--- src/rtl/imem_loader.sv ---
// Boot loader: holds the CPU in reset, streams big-endian words into instruction memory, then releases it.
// Optional trailing XOR checksum byte enabled by defining IMEM_LOADER_CHECKSUM_EN.
module imem_loader #(
  parameter int ADDR_W = 7,
  parameter int WIDTH  = 32
) (
  input  logic              clk_i,
  input  logic              rst_n_i,
  input  logic              start_i,
  input  logic [ADDR_W:0]   word_count_i,
  input  logic              byte_valid_i,
  input  logic [7:0]        byte_i,
  output logic              byte_ready_o,
  output logic              imem_we_o,
  output logic [ADDR_W-1:0] imem_addr_o,
  output logic [WIDTH-1:0]  imem_wdata_o,
  output logic              cpu_rst_n_o,
  output logic              busy_o,
  output logic              done_o,
  output logic              error_o
);

  localparam int BYTES = WIDTH / 8;
  localparam int BC_W  = $clog2(BYTES);
  localparam logic [ADDR_W:0] MAX_COUNT = {1'b1, {ADDR_W{1'b0}}};
  localparam logic [BC_W-1:0] LAST_BYTE = BC_W'(BYTES - 1);

  typedef enum logic [2:0] {
    ST_IDLE = 3'd0,
    ST_LOAD = 3'd1,
    ST_WR   = 3'd2,
    ST_RUN  = 3'd3
`ifdef IMEM_LOADER_CHECKSUM_EN
    ,
    ST_CHK  = 3'd4,
    ST_ERR  = 3'd5
`endif
  } state_t;

  state_t              state_r;
  logic [ADDR_W-1:0]   addr_r;
  logic [ADDR_W-1:0]   last_addr_r;
  logic [BC_W-1:0]     byte_cnt_r;
  logic [WIDTH-9:0]    word_r;
  logic                ready_r;
  logic                we_r;
  logic [ADDR_W-1:0]   waddr_r;
  logic [WIDTH-1:0]    wdata_r;
  logic                cpu_run_r;
  logic                busy_r;
  logic                done_r;
  logic [ADDR_W:0]     cnt_s;
  logic [ADDR_W-1:0]   last_s;
  logic                zero_s;
  logic                start_ok_s;

`ifdef IMEM_LOADER_CHECKSUM_EN
  logic [7:0]          csum_r;
  logic                error_r;

  function automatic logic [7:0] csum_update(input logic [7:0] acc, input logic [7:0] data);
    return acc ^ data;
  endfunction
`endif

  // Clamp the requested count, derive the last address and decide whether start is honoured
  always_comb begin
    cnt_s      = word_count_i;
    start_ok_s = 1'b0;
    if (word_count_i > MAX_COUNT) begin
      cnt_s = MAX_COUNT;
    end else begin
      cnt_s = word_count_i;
    end
    zero_s = (cnt_s == {(ADDR_W+1){1'b0}});
    last_s = ADDR_W'(cnt_s - {{ADDR_W{1'b0}}, 1'b1});
    case (state_r)
      ST_IDLE, ST_RUN: start_ok_s = start_i;
`ifdef IMEM_LOADER_CHECKSUM_EN
      ST_ERR:          start_ok_s = start_i;
`endif
      default:         start_ok_s = 1'b0;
    endcase
  end

  // Load sequencer; every output is registered and set for the state being entered
  always_ff @(posedge clk_i) begin
    if (!rst_n_i) begin
      state_r     <= ST_IDLE;
      addr_r      <= {ADDR_W{1'b0}};
      last_addr_r <= {ADDR_W{1'b0}};
      byte_cnt_r  <= {BC_W{1'b0}};
      word_r      <= {(WIDTH-8){1'b0}};
      ready_r     <= 1'b0;
      we_r        <= 1'b0;
      waddr_r     <= {ADDR_W{1'b0}};
      wdata_r     <= {WIDTH{1'b0}};
      cpu_run_r   <= 1'b0;
      busy_r      <= 1'b0;
      done_r      <= 1'b0;
`ifdef IMEM_LOADER_CHECKSUM_EN
      csum_r      <= 8'h00;
      error_r     <= 1'b0;
`endif
    end else if (start_ok_s) begin
      addr_r      <= {ADDR_W{1'b0}};
      last_addr_r <= last_s;
      byte_cnt_r  <= {BC_W{1'b0}};
      we_r        <= 1'b0;
      waddr_r     <= {ADDR_W{1'b0}};
      wdata_r     <= {WIDTH{1'b0}};
`ifdef IMEM_LOADER_CHECKSUM_EN
      csum_r      <= 8'h00;
      error_r     <= 1'b0;
`endif
      if (zero_s) begin
`ifdef IMEM_LOADER_CHECKSUM_EN
        state_r   <= ST_CHK;
        ready_r   <= 1'b1;
        busy_r    <= 1'b1;
        cpu_run_r <= 1'b0;
        done_r    <= 1'b0;
`else
        state_r   <= ST_RUN;
        ready_r   <= 1'b0;
        busy_r    <= 1'b0;
        cpu_run_r <= 1'b1;
        done_r    <= 1'b1;
`endif
      end else begin
        state_r   <= ST_LOAD;
        ready_r   <= 1'b1;
        busy_r    <= 1'b1;
        cpu_run_r <= 1'b0;
        done_r    <= 1'b0;
      end
    end else begin
      case (state_r)
        ST_LOAD: begin
          if (byte_valid_i && ready_r) begin
`ifdef IMEM_LOADER_CHECKSUM_EN
            csum_r <= csum_update(csum_r, byte_i);
`endif
            if (byte_cnt_r == LAST_BYTE) begin
              byte_cnt_r <= {BC_W{1'b0}};
              state_r    <= ST_WR;
              ready_r    <= 1'b0;
              we_r       <= 1'b1;
              waddr_r    <= addr_r;
              wdata_r    <= {word_r, byte_i};
            end else begin
              byte_cnt_r <= byte_cnt_r + BC_W'(1'b1);
              word_r     <= {word_r[WIDTH-17:0], byte_i};
            end
          end
        end
        ST_WR: begin
          we_r    <= 1'b0;
          waddr_r <= {ADDR_W{1'b0}};
          wdata_r <= {WIDTH{1'b0}};
          if (addr_r == last_addr_r) begin
`ifdef IMEM_LOADER_CHECKSUM_EN
            state_r   <= ST_CHK;
            ready_r   <= 1'b1;
`else
            state_r   <= ST_RUN;
            busy_r    <= 1'b0;
            cpu_run_r <= 1'b1;
            done_r    <= 1'b1;
`endif
          end else begin
            addr_r  <= addr_r + ADDR_W'(1'b1);
            state_r <= ST_LOAD;
            ready_r <= 1'b1;
          end
        end
`ifdef IMEM_LOADER_CHECKSUM_EN
        ST_CHK: begin
          if (byte_valid_i && ready_r) begin
            ready_r <= 1'b0;
            busy_r  <= 1'b0;
            if (byte_i == csum_r) begin
              state_r   <= ST_RUN;
              cpu_run_r <= 1'b1;
              done_r    <= 1'b1;
            end else begin
              state_r   <= ST_ERR;
              error_r   <= 1'b1;
            end
          end
        end
`endif
        default: state_r <= state_r;
      endcase
    end
  end

  assign byte_ready_o = ready_r;
  assign imem_we_o    = we_r;
  assign imem_addr_o  = waddr_r;
  assign imem_wdata_o = wdata_r;
  assign cpu_rst_n_o  = cpu_run_r;
  assign busy_o       = busy_r;
  assign done_o       = done_r;
`ifdef IMEM_LOADER_CHECKSUM_EN
  assign error_o      = error_r;
`else
  assign error_o      = 1'b0;
`endif

endmodule

--- config.mk ---
export PLATFORM = sky130hd
export DESIGN_NAME = imem_loader
export DESIGN_NICKNAME = d
export VERILOG_FILES = /design/src/rtl/imem_loader.sv
export SDC_FILE = /design/constraint.sdc
export NUM_CORES = 1
export LEC_CHECK = 0
export ABC_AREA = 1
export CORE_ASPECT_RATIO = 1.75
export CORE_UTILIZATION = 52
export DETAILED_ROUTE_END_ITERATION = 16
export PLACE_DENSITY = 0.91
export SKIP_CTS_REPAIR_TIMING = 1
export SYNTH_ARGS = -nofsm -noshare
export SYNTH_HDL_FRONTEND = slang
export SYNTH_SLANG_ARGS = --single-unit
export TNS_END_PERCENT = 20
--- constraint.sdc ---
create_clock -name clk_i -period 1.74 [get_ports clk_i]
set_input_delay 0.174 -clock clk_i [delete_from_list [all_inputs] [get_ports clk_i]]
set_output_delay 0.174 -clock clk_i [all_outputs]
set_load 0.01 [all_outputs]
### Word level (Yosys, flattened, before mapping)

Cells that the tools add are included.

| word-level totals | value |
|---|---|
| register bits after elaboration | 86 |
| bits in latches | 0 |
| bits in writable memories | 0 |
| memory bits (read-only) | 0 |
| output and inout port bits | 45 |
| logic and storage cells | 76 |
| memories kept | 0 |

| operators by class | value |
|---|---|
| $add $sub $neg | 3 |
| multiply operators | 0 |
| div/mod/pow operators | 0 |
| magnitude comparators | 1 |
| equality and inequality tests | 10 |
| shifts and indexed selects | 0 |
| mux-type cells | 31 |
| bitwise operators | 4 |
| reduce and logical (&&, ||, !) cells | 16 |

Operators with widths:

| operator | number |
|---|---|
| 32-bit two-way mux | 2 |
| 32-bit case mux with 2 select lines | 1 |
| 1-bit two-way mux | 15 |
| 7-bit two-way mux | 2 |
| 7-bit case mux with 2 select lines | 1 |
| 3-bit two-way mux | 3 |
| 3-bit inequality test, second input constant | 3 |
| 8-bit greater-than comparator, second input constant | 1 |
| 8-bit logical NOT | 1 |
| 8-bit two-way mux | 1 |
| 4-bit AND reduction | 2 |
| 7-bit by 1-bit adder with 7-bit output, second input constant | 1 |
| 7-bit == test | 1 |
| 7-bit by 1-bit subtractor with 7-bit output, second input constant | 1 |
| 3-bit by 2-bit == test with 1-bit output, second input constant | 2 |
| 2-bit two-way mux | 3 |
| 3-bit case mux with 2 select lines | 1 |
| 2-bit AND reduction | 3 |
| 3-bit AND reduction | 2 |
| 2-bit nonzero test | 3 |
| 2-bit inequality test, second input constant | 2 |
| 1-bit NOT | 4 |
| 1-bit case mux with 2 select lines | 2 |
| 2-bit OR reduction | 2 |
| other kinds (6) | 6 |

### Logic depth before layout (Yosys ltp)

Gate-level depths: netlist of run 1.

| logic depth | value |
|---|---|
| depth in word-level cells | 5 |
| mapped depth | 11 |
| gate-level depth less buffers | 11 |

### Worst setup path before layout of run 1

OpenSTA, ideal clock, no wires.

| timing path | value |
|---|---|
| path type | register to register |
| start point | register state_r[0] |
| end point | register word_r[0] |
| setup time | 0.119 ns |
| arrival | 1.432 ns |
| data required time | 1.621 ns |
| path slack | 0.189 ns |
| stages on the path, launching flop included | 11 |
| buffers on the path | 2 |
| period minus slack after synthesis | 1.551 ns |
| cell sequence | dfxtp_1 inv_1 ha_1 nand2_2 inv_2 buf_6 nor2_4 nand2_4 buf_4 o21ai_0 a21oi_1 |

| on the way | value |
|---|---|
| word-level cells in the longest chain between the ends | 5 |
| elaborated cells between the ends (all ways) | 7 |
| those cells by class | eq/ne: 2; mux: 1; bitwise: 1; reduce/logical: 3 |

RTL lines:

| element | RTL line | text |
|---|---|---|
| from (decl) | 40 | `state_t state_r;` |
| from (signal assigned) | 193 | `default: state_r <= state_r;` |
| 3-bit by 2-bit == test with 1-bit output or 3-bit logical NOT (tied branches) | 77 | `case (state_r)` |
| 2-bit OR reduction | 77 |  |
| 1-bit two-way mux | 77 |  |
| 1-bit NOT (no line) | n/a |  |
| 4-bit AND reduction (no line) (*) | n/a |  |
| to (signal assigned) | 93 | `word_r <= {(WIDTH-8){1'b0}};` |
| to (signal assigned) | 153 | `word_r <= {word_r[WIDTH-17:0], byte_i};` |
| to (decl) | 44 | `logic [WIDTH-9:0] word_r;` |

Mark *: on every way between the ends. The rest lies on a longest branch, timed or not.
A chain may end at the register's enable or synchronous reset.

### Worst setup path after layout of run 1

| timing path | value |
|---|---|
| start point | register state_r[0] |
| end point | register word_r[13] |

Same word-level chain as after synthesis.

==> impl_results.md, run 1 <==
- IO Pins: 65
- Post-synthesis sequential area ratio: 46.5%
- Antenna-violating nets left: 0
- Syn Inst Count: 471
- Die area: 0.00739 sq mm
- VDD IR max: 0.937 mV
- Vias in the first global route: 3441
- Switching share of power: 33.3%
- First-pass GRT wire length: 15.1 mm
- Yosys Warn Count: 0
- Total Nets Final: 571
- CTS Buffer Depth: 2
- Final worst slack: 0.0598 ns
- Fin crit share: 96.6%
- Total power: 5.52 mW
- TritonCTS Buffers: 9
- Hold Vio Cnt, Final: 0
- Crit path launch type: flop
- Diodes inserted: 0
- Worst Path Required: 1.96 ns
- Period minus WS final: 1.68 ns
- Count of final max-slew check failures: 0
- GRT Overall Usage: 26.6%
- Num rows: 40
- CTS Sinks: 85
- Crit path max fanout: 20
- Status: finished, final reports clean
- Ys async rst share: 0%
- Setup Skew: 0.00902 ns
- RSZ-0062 raised after global routing: false
- CP bufs+invs: 3
- Syn nets: 497
- DR WL/cell: 14.5 um
- Critical Setup Path Class: reg2reg
- CP peak stage delay: 0.33 ns
- First drt pass iteration count: 5
- Final setup viols: 0
- Placer Congestion: 0.882
- Clock group share of total power: 33.3%
- Max Cap Viol: 0
- Post-place setup slack: -0.225 ns
- P_int: 3.68 mW
- Design area: 0.00472 sq mm
- Root cell of the clock tree: clkbuf_16
- HPWL after DPL: 6.63 mm
- Reg power frac: 40.3%
- Drc violations: 0
- Mean Syn Cell Area: 7.77 sq um
- Area post-placement: 0.00439 sq mm
- Vias: 3466
- FMAX: 595 MHz
- Initial Util: 53.4%
- Register clock-pin slew on the reported worst setup and hold paths: 0.06 ns
- CP max-delay cell: dfxtp_1
- Cell area after synthesis: 0.00366 sq mm
- Combinational power share: 26.4%
- Largest net degree at the start of global routing: 31
- CTS tree: done
- Critical Path End Type: flop
- Family with the most delay on the worst path: simple AND/OR/NAND/NOR gates
- Die Span Y: 113 um
- Worst-Skew Late Latency: 0.34 ns
- Worst-path cell chain: inv_1 -> ha_1 -> nand2_2 -> inv_2 -> nor2_4 -> nand2_8 -> buf_4 -> o21ai_0 -> nor2_1
- Logic depth of the worst setup path including buffers: 9
- Register-to-Register Path Depth: 9
- Ys flop type: dfxtp_1
- Netlist cell types: 34
- Lkg Pwr: 1.84 nW
- Syn-to-layout area delta: 28.9%
- Number of antenna violations at the first check in global routing: 0
- Via/cell ratio: 5.47
- Sw power: 1.84 mW
- Data arrival, critical path: 1.90 ns
- Layout cells sized above 1: 14.5%
- PortBufs: 63
- H-tree level count: 3
- Cell Pwr Density: 1170 mW/mm^2
- Hold path cells: 3
- Post-synth EDFFs: 0
- FF+latch count, synth: 85
- Hold crit path type: in2reg
- Die X: 65.4 um
- Core region area: 0.00686 sq mm
- Grt total ovfl: 0
- Total Wirelength: 9.18 mm
- Drt first-iter violations: 299
==> metrics by stage <==
stage          std cells  TNS (ns)  hold slack, ns  utilization (%)
2_1_floorplan        471         0           0.321                -
3_3_place_gp         616    -0.193           0.436             64.0
3_5_place_dp         616    -0.953           0.440             64.0
4_1_cts              632         0           0.413             68.3
5_1_grt              634         0           0.444             68.8
6_report             634         0           0.424             68.8
==> power by group through the flow <==
stage	clock network [mW]	logic [mW]	registers (mW)
floorplan	0	0.998	2.24
global placement	0	1.30	2.25
detailed placement	0	1.35	2.26
CTS	1.86	1.38	2.22
global route	1.94	1.58	2.24
finish	1.84	1.46	2.23
==> cells in the final DEF, fill, tap and decap left out, types with 3 or more instances in the layout <==
| cell | synthesis | final |
|---|---|---|
| a21oi_1 | 47 | 47 |
| buf_4 | 6 | 22 |
| clkbuf_16 | 0 | 9 |
| clkdlybuf4s50_1 | 0 | 63 |
| dfxtp_1 | 85 | 85 |
| ha_1 | 6 | 6 |
| inv_1 | 35 | 35 |
| inv_2 | 11 | 10 |
| nand2_1 | 102 | 102 |
| nand2_2 | 6 | 6 |
| nand3_1 | 38 | 38 |
| nand3_2 | 3 | 3 |
| nor2_1 | 38 | 38 |
| nor3_1 | 3 | 3 |
| o21ai_0 | 37 | 37 |
| o21ai_2 | 10 | 10 |
| o22ai_1 | 3 | 3 |
| xor2_1 | 6 | 6 |
==> sequential cells by signal, indices dropped and copies added (netlist names) <==
name and count:
imem_wdata_o 32, word_r 24, addr_r 7, imem_addr_o 7, last_addr_r 7, byte_cnt_r 2
state_r 2, busy_o 1, byte_ready_o 1, done_o 1, imem_we_o 1
==> logic make-up (layout without fill, tap and decap cells) <==
group	after synthesis	in the layout	share of synthesized area [%]
and+or+nand+nor	198	198	23.7
AOI/OAI and AO/OA	103	103	16.1
DFF	85	85	46.5
buffers and inverters	72	151	10.1
adders and majority gates	6	6	2.05
xor gates and xnor gates	6	6	1.44
other	1	1	0.102
==> worst min-delay path: stages <==
cell and delay (ns):
clkdlybuf4s50_1 0.41, nand2_1 0.07, a21oi_1 0.06
==> Yosys cell counts, drive strengths merged, types with 2 or more instances <==
master / number / area, sq um
clkbuf: 3 / 12.5
dfxtp: 85 / 1700
nor2: 41 / 171
nand4: 2 / 12.5
xor2: 6 / 52.6
nand3: 41 / 220
nor3: 3 / 15.0
ha: 6 / 75.1
o22ai: 3 / 18.8
nand2: 110 / 443
a21oi: 48 / 252
inv: 46 / 173
o21ai: 48 / 278
buf: 22 / 179
==> area by class of cell <==
| type | instances | area, sq um |
|---|---|---|
| repair buffers | 88 | 838 |
| multi-input cells | 314 | 1600 |
| inverters | 47 | 181 |
| flip-flops and latches | 85 | 1700 |
| fillers | 505 | 2140 |
| clock buffers | 10 | 239 |
| well taps | 84 | 105 |
| clock inverters | 6 | 53.8 |
==> layer usage <==
layer	vias up	track usage (%)	wire length, um
met5	-	0	0
met4	0	17.8	463
met3	46	6.25	447
met2	148	47.8	4970
met1	1601	25.9	3300
li1	1671	-	-
==> final timing paths <==
path / from / to / slack, ns
setup / recovery: state_r[0] / word_r[13] / 0.06
hold / removal: byte_i[3] / imem_wdata_o[3] / 0.42
setup reg to reg: state_r[0] / word_r[13] / 0.06
hold reg to reg: word_r[16] / word_r[16] / 0.45
Note: power is estimated with default switching activity, not from simulation.
==> inputs of run 2 (changes only) <==
ABC_AREA = unset   (was 1)
CAP_MARGIN = 20   (was unset)
CORE_UTILIZATION = 51   (was 52)
CTS_CLUSTER_DIAMETER = 40   (was unset)
==> run 2 against run 1 <==
Effect of this change:
- utilization hardly changed
- largest cell class unchanged
- sequential share of layout area is 3.4 points higher
- via count is 21% lower
- fmax is 0.35% higher
- worst setup slack better by 0.0059 ns
- global-route usage is 3.3 points lower
- clock-buffer cell count stayed put
- final area is 8.4% lower
- synthesized cell count is 28% lower
- die area is 6.9% lower
- first-iteration DRC count is 68% lower
==> impl_results.md, run 2 <==
- Area fraction of the dominant cell type after synthesis: 51.0% (+4.5 points)
- Placer Congestion: 0.824 (-6.6%)
- Drc violations: 0 (unchanged)
- Final worst slack: 0.0657 ns (+0.00593 ns)
- Max Cap Viol: 0 (unchanged)
- Yosys top cell by area: dfxtp_1
- Fin crit share: 96.2% (-0.34 points)
- Critical Setup Path Class: reg2reg
- Grt total ovfl: 0 (unchanged)
- Largest net degree at the start of global routing: 40 (+29%)
- Crit path launch type: flop
- FF+latch count, synth: 85 (unchanged)
- Hold path cells: 3 (unchanged)
- Area contributors post-synth: dfxtp_1 (51%), a22o_1 (10%), nand2_1 (7.0%)
- Yosys Warn Count: 0 (unchanged)
- Lkg Pwr: 1.64 nW (-11%)
- Worst-Skew Late Latency: 0.36 ns (+0.02 ns)
- Drt first-iter violations: 96 (-68%)
- Initial Util: 53.1% (-0.23 points)
- First drt pass iteration count: 4 (-1)
- Area post-placement: 0.00410 sq mm (-6.7%)
- Hold crit path type: in2reg
- Layout cells sized above 1: 11.2% (-3.3 points)
- Cell area after synthesis: 0.00334 sq mm (-8.9%)
- Register clock-pin slew on the reported worst setup and hold paths: 0.08 ns (+0.02 ns)
- Worst Path Required: 1.98 ns (+0.02 ns)
- Cell Pwr Density: 875 mW/mm^2 (-25%)
- Crit path max fanout: 24 (+20%)
- Status: finished, final reports clean
- CTS Buffer Depth: 2 (unchanged)
- Count of final max-slew check failures: 0 (unchanged)
- Design area: 0.00432 sq mm (-8.4%)
- Critical Path End Type: flop
- Commonest cells in the netlist: dfxtp_1 (85), nand2_1 (62), a22o_1 (38)
- Syn Inst Count: 340 (-28%)
- Most frequent cells in the layout: dfxtp_1 (84), clkdlybuf4s50_1 (63), nand2_1 (62)
- Register-to-Register Path Depth: 7 (-2)
- TritonCTS Buffers: 9 (unchanged)
- Fillcell total: 504 (-0.20%)
- CTS Sinks: 85 (unchanged)
- Syn-to-layout area delta: 29.5%
- Total Wirelength: 7.25 mm (-21%)
- Commonest non-fill, non-tap cell in the layout: dfxtp_1
- Die Span Y: 109 um (-3.5%)
- GRT Overall Usage: 23.3% (-3.3 points)
- Diodes inserted: 0 (unchanged)
- First-pass GRT wire length: 12.0 mm (-20%)
- Post-synth EDFFs: 0 (unchanged)
- Antenna-violating nets left: 0 (unchanged)
- DR WL/cell: 14.8 um (+2.3%)
- RSZ-0062 raised after global routing: false
- Data arrival, critical path: 1.91 ns (about the same)
- Number of antenna violations at the first check in global routing: 0 (unchanged)
- CTS tree: done
- IO Pins: 65 (unchanged)
- Ys flop type: dfxtp_1
- Num rows: 38 (-5.0%)
- Ys async rst share: 0% (unchanged)
- Netlist cell types: 46 (+35%)
- Vias: 2721 (-21%)
- Number of flip-flops in the largest register: 32 (unchanged)
- H-tree level count: 3 (unchanged)
- Post-synthesis sequential area ratio: 51.0% (+4.5 points)
- Vias in the first global route: 2672 (-22%)
- Period minus WS final: 1.67 ns (-0.00593 ns)
- PortBufs: 63 (unchanged)
- Setup Skew: 0.0105 ns (+0.00152 ns)
- Via/cell ratio: 5.56 (+1.8%)
- Total Nets Final: 432 (-24%)
- Syn nets: 366 (-26%)
- Mean Syn Cell Area: 9.81 sq um (+26%)
- Core region area: 0.00628 sq mm (-8.5%)
- Count leader, synth: dfxtp_1
- Die area: 0.00688 sq mm (-6.9%)
- Hold Vio Cnt, Final: 0 (unchanged)
- HPWL after DPL: 5.21 mm (-21%)
- Final setup viols: 0 (unchanged)
- FMAX: 597 MHz (+0.35%)
- VDD IR max: 0.583 mV (-38%)
- Root cell of the clock tree: clkbuf_8
- Die X: 63.1 um (-3.5%)
- Post-place setup slack: -0.00710 ns (+0.218 ns)
==> run 2: changes by cell type in the layout (fill, tap and decap cells not counted), moves of 10 or more <==
cell      change
nand2_1      -40
a21boi_0     +16
a21oi_1      -41
inv_1        -30
a22o_1       +38
nor2_1       -23
nand3_1      -33
inv_2        -10
o21ai_0      -30
==> run 2: per-stage QoR <==
stage	instances	TNS, ns	utilization [%]	hold WS (ns)	total power [mW]
final	489	0	68.8	0.419	3.78
after global routing	489	0	68.8	0.419	3.92
after floorplan	340	0	-	0.307	2.21
after detailed placement	475	-0.00710	65.3	0.444	2.33
after CTS	489	-0.00338	68.6	0.404	3.80
after global placement	475	0	65.3	0.438	2.32
==> run 2: layout make-up <==
type | instances | area, sq um | area share (%)
Sequential cell | 85 | 1700 | 39.4
Multi-Input combinational cell | 225 | 1490 | 34.5
Timing Repair Buffer | 80 | 796 | 18.4
Clock buffer | 10 | 138 | 3.19
Tap cell | 80 | 100 | 2.32
Clock inverter | 4 | 73.8 | 1.71
Inverter | 5 | 18.8 | 0.435
==> run 2: worst paths after layout <==
path	start	to	slack [ns]
max	state_r[0]	word_r[15]	0.07
min	byte_i[7]	word_r[7]	0.42
max reg2reg	state_r[0]	word_r[15]	0.07
min reg2reg	imem_we_o	imem_we_o	0.46
==> run 2: cells by family after synthesis <==
family | after synthesis | synth area share (%)
xor+xnor | 14 | 3.90
simple gates | 109 | 15.2
buf+inv | 30 | 4.84
mux | 3 | 0.900
other cells | 1 | 0.112
fa+ha+maj | 6 | 2.25
flops | 85 | 51.0
compound gates | 92 | 21.8
==> run 2: routing by layer <==
layer  global-route usage (%)  wire (um)  share of wire (%)
met5                        0          0                  0
met4                     15.1        309                4.3
met3                     5.44        195                2.7
met2                     43.1       4020                 56
met1                     22.6       2720                 38
==> run 2: critical path, cell delays in order, from the launching register on <==
cell,delay [ns]
dfxtp_2,0.34
inv_1,0.04
ha_1,0.30
and2_4,0.15
or3_4,0.37
buf_12,0.17
nand2_1,0.08
a21boi_0,0.09
==> run 2: power breakdown <==
part           switching [mW]  internal, mW
logic                   0.153         0.145
registers              0.0205          1.97
clock network           0.660         0.831
total                   0.834          2.95
==> inputs of run 3 (changes only) <==
CORE_UTILIZATION = 35   (was 51)
PLACE_DENSITY = 0.7   (was 0.91)
==> run 3 against run 2 <==
Effect of this change:
- clock skew decreased by 0.0028 ns
- combinational power about the same
- clock power increased by 32%
- total power increased by 13%
- worst setup slack improved by 0.023 ns
- register-to-register slack improved by 0.02 ns
- critical path depth unchanged
- highest routed layer unchanged
==> impl_results.md, run 3 (synthesized netlist as in run 2, its figures left out) <==
- Worst Path Required: 2.03 ns (+0.05 ns)
- CTS Sinks: 85 (unchanged)
- Combinational power share: 7.1% (-0.8 points)
- Critical Path End Type: flop
- Root cell of the clock tree: clkbuf_16
- Crit path launch type: flop
- Setup Skew: 0.00776 ns (-0.00279 ns)
- Final setup viols: 0 (unchanged)
- Final worst slack: 0.0886 ns (+0.0229 ns)
- Crit path max fanout: 20 (-17%)
- First drt pass iteration count: 4 (unchanged)
- Die Span Y: 131 um (+20%)
- Commonest non-fill, non-tap cell in the layout: dfxtp_1
- Core region area: 0.00915 sq mm (+46%)
- Reg power frac: 46.8% (-5.9 points)
- Vias: 2661 (-2.2%)
- Total Wirelength: 7.67 mm (+5.8%)
- DR WL/cell: 14.4 um (-2.6%)
- Die area: 0.00994 sq mm (+44%)
- Layout cells sized above 1: 11.7% (+0.43 points)
- H-tree level count: 3 (unchanged)
- Grt total ovfl: 0 (unchanged)
- Largest net degree at the start of global routing: 41 (+2.5%)
- Drc violations: 0 (unchanged)
- IO Pins: 65 (unchanged)
- Vias in the first global route: 2578 (-3.5%)
- Fin util: 49.5% (-19 points)
- Design area: 0.00453 sq mm (+4.8%)
- PortBufs: 63 (unchanged)
- Clock group share of total power: 46.1% (+6.7 points)
- Fillcell total: 853 (+69%)
- Fin crit share: 94.9% (-1.3 points)
- Hold crit path type: in2reg
- Critical Setup Path Class: reg2reg
- Count of final max-slew check failures: 0 (unchanged)
- Max Cap Viol: 0 (unchanged)
- CTS Buffer Depth: 2 (unchanged)
- VDD IR max: 0.656 mV (+13%)
- Worst-Skew Late Latency: 0.34 ns (-0.02 ns)
- First-pass GRT wire length: 12.5 mm (+3.6%)
- Diodes inserted: 0 (unchanged)
- Lkg Pwr: 1.69 nW (+2.9%)
- HPWL after DPL: 5.34 mm (+2.5%)
- Via/cell ratio: 5.01 (-9.9%)
- Total Nets Final: 432 (unchanged)
- GRT Overall Usage: 16.8% (-6.4 points)
- Initial Util: 36.5% (-17 points)
- Number of flip-flops in the largest register: 32 (unchanged)
- Total power: 4.26 mW (+13%)
- Num rows: 46 (+21%)
- Cell Pwr Density: 942 mW/mm^2 (+7.6%)
- Number of antenna violations at the first check in global routing: 0 (unchanged)
- Register clock-pin slew on the reported worst setup and hold paths: 0.06 ns (-0.02 ns)
- TritonCTS Buffers: 9 (unchanged)
- P_int: 3.32 mW (+12%)
- Data arrival, critical path: 1.94 ns (+0.03 ns)
- Placer Congestion: 0.769 (-6.7%)
- Fin Hold WS: 0.432 ns (+0.0134 ns)
- Period minus WS final: 1.65 ns (-0.0229 ns)
- Post-place setup slack: 0.00199 ns (+0.00909 ns)
- FMAX: 606 MHz (+1.4%)
- Die X: 75.8 um (+20%)
- Area post-placement: 0.00414 sq mm (+1.2%)
- Syn-to-layout area delta: 35.7%
- Drt first-iter violations: 111 (+16%)
- CTS tree: done
- Sw power: 0.948 mW (+14%)
- Antenna-violating nets left: 0 (unchanged)
- Most frequent cells in the layout: dfxtp_1 (84), clkdlybuf4s50_1 (63), nand2_1 (62)
- Status: finished, final reports clean
- Hold Vio Cnt, Final: 0 (unchanged)
- Switching share of power: 22.2% (+0.19 points)
[run 3: changes by cell type in the layout (fill, tap and decap cells not counted), sizes merged]
cell	previous run	this run
clkinv	2	1
buf	17	16
bufinv	2	1
inv	5	6
clkbuf	10	13
clkinvlp	0	1
[run 3: power groups by stage]
stage	combinational, mW	clock [mW]	sequential (mW)
after floorplan	0.175	0	2.04
after global placement	0.286	0	2.04
after detailed placement	0.293	0	2.04
after CTS	0.294	2.00	1.99
after global routing	0.329	2.09	2.00
final	0.301	1.97	2.00
[run 3: area by class of cell]
class	instances	area, sq um	area share, %
clock buffer	12	256	5.67
clock inverter	4	55.1	1.22
inverter	5	18.8	0.415
multi-input combinational	225	1520	33.5
sequential	85	1700	37.6
tap	120	150	3.32
timing repair buffer	80	826	18.2
[run 3: final timing paths]
| check | startpoint | end | slack [ns] | cells past startpoint |
|---|---|---|---|---|
| worst max-delay path | state_r[1] | imem_wdata_o[4] | 0.09 | 7 |
| worst min register to register | imem_we_o | imem_we_o | 0.46 | 1 |
| worst max register to register | state_r[1] | imem_wdata_o[4] | 0.09 | 7 |
| worst min-delay path | byte_i[3] | word_r[3] | 0.43 | 3 |
[run 3: worst max-delay path, cell delays in order, from the launching register on]
cell	delay (ns)
dfxtp_1	0.34
inv_1	0.06
ha_1	0.23
nand3_4	0.13
nand3b_1	0.25
nor2_4	0.21
clkbuf_16	0.22
a22o_1	0.15
[run 3: stage by stage]
step	cells	TNS [ns]
floorplan	340	0
global placement	513	0
detailed placement	513	0
CTS	529	-0.00982
global route	531	-0.00497
finish	531	0
[run 3: metal layers]
layer | vias up | wire length, um | track usage (%)
li1 | 1317 | - | -
met3 | 13 | 292 | 3.53
met2 | 68 | 4130 | 28.5
met4 | 0 | 225 | 9.67
met1 | 1263 | 3020 | 18.5
met5 | - | 0 | 0
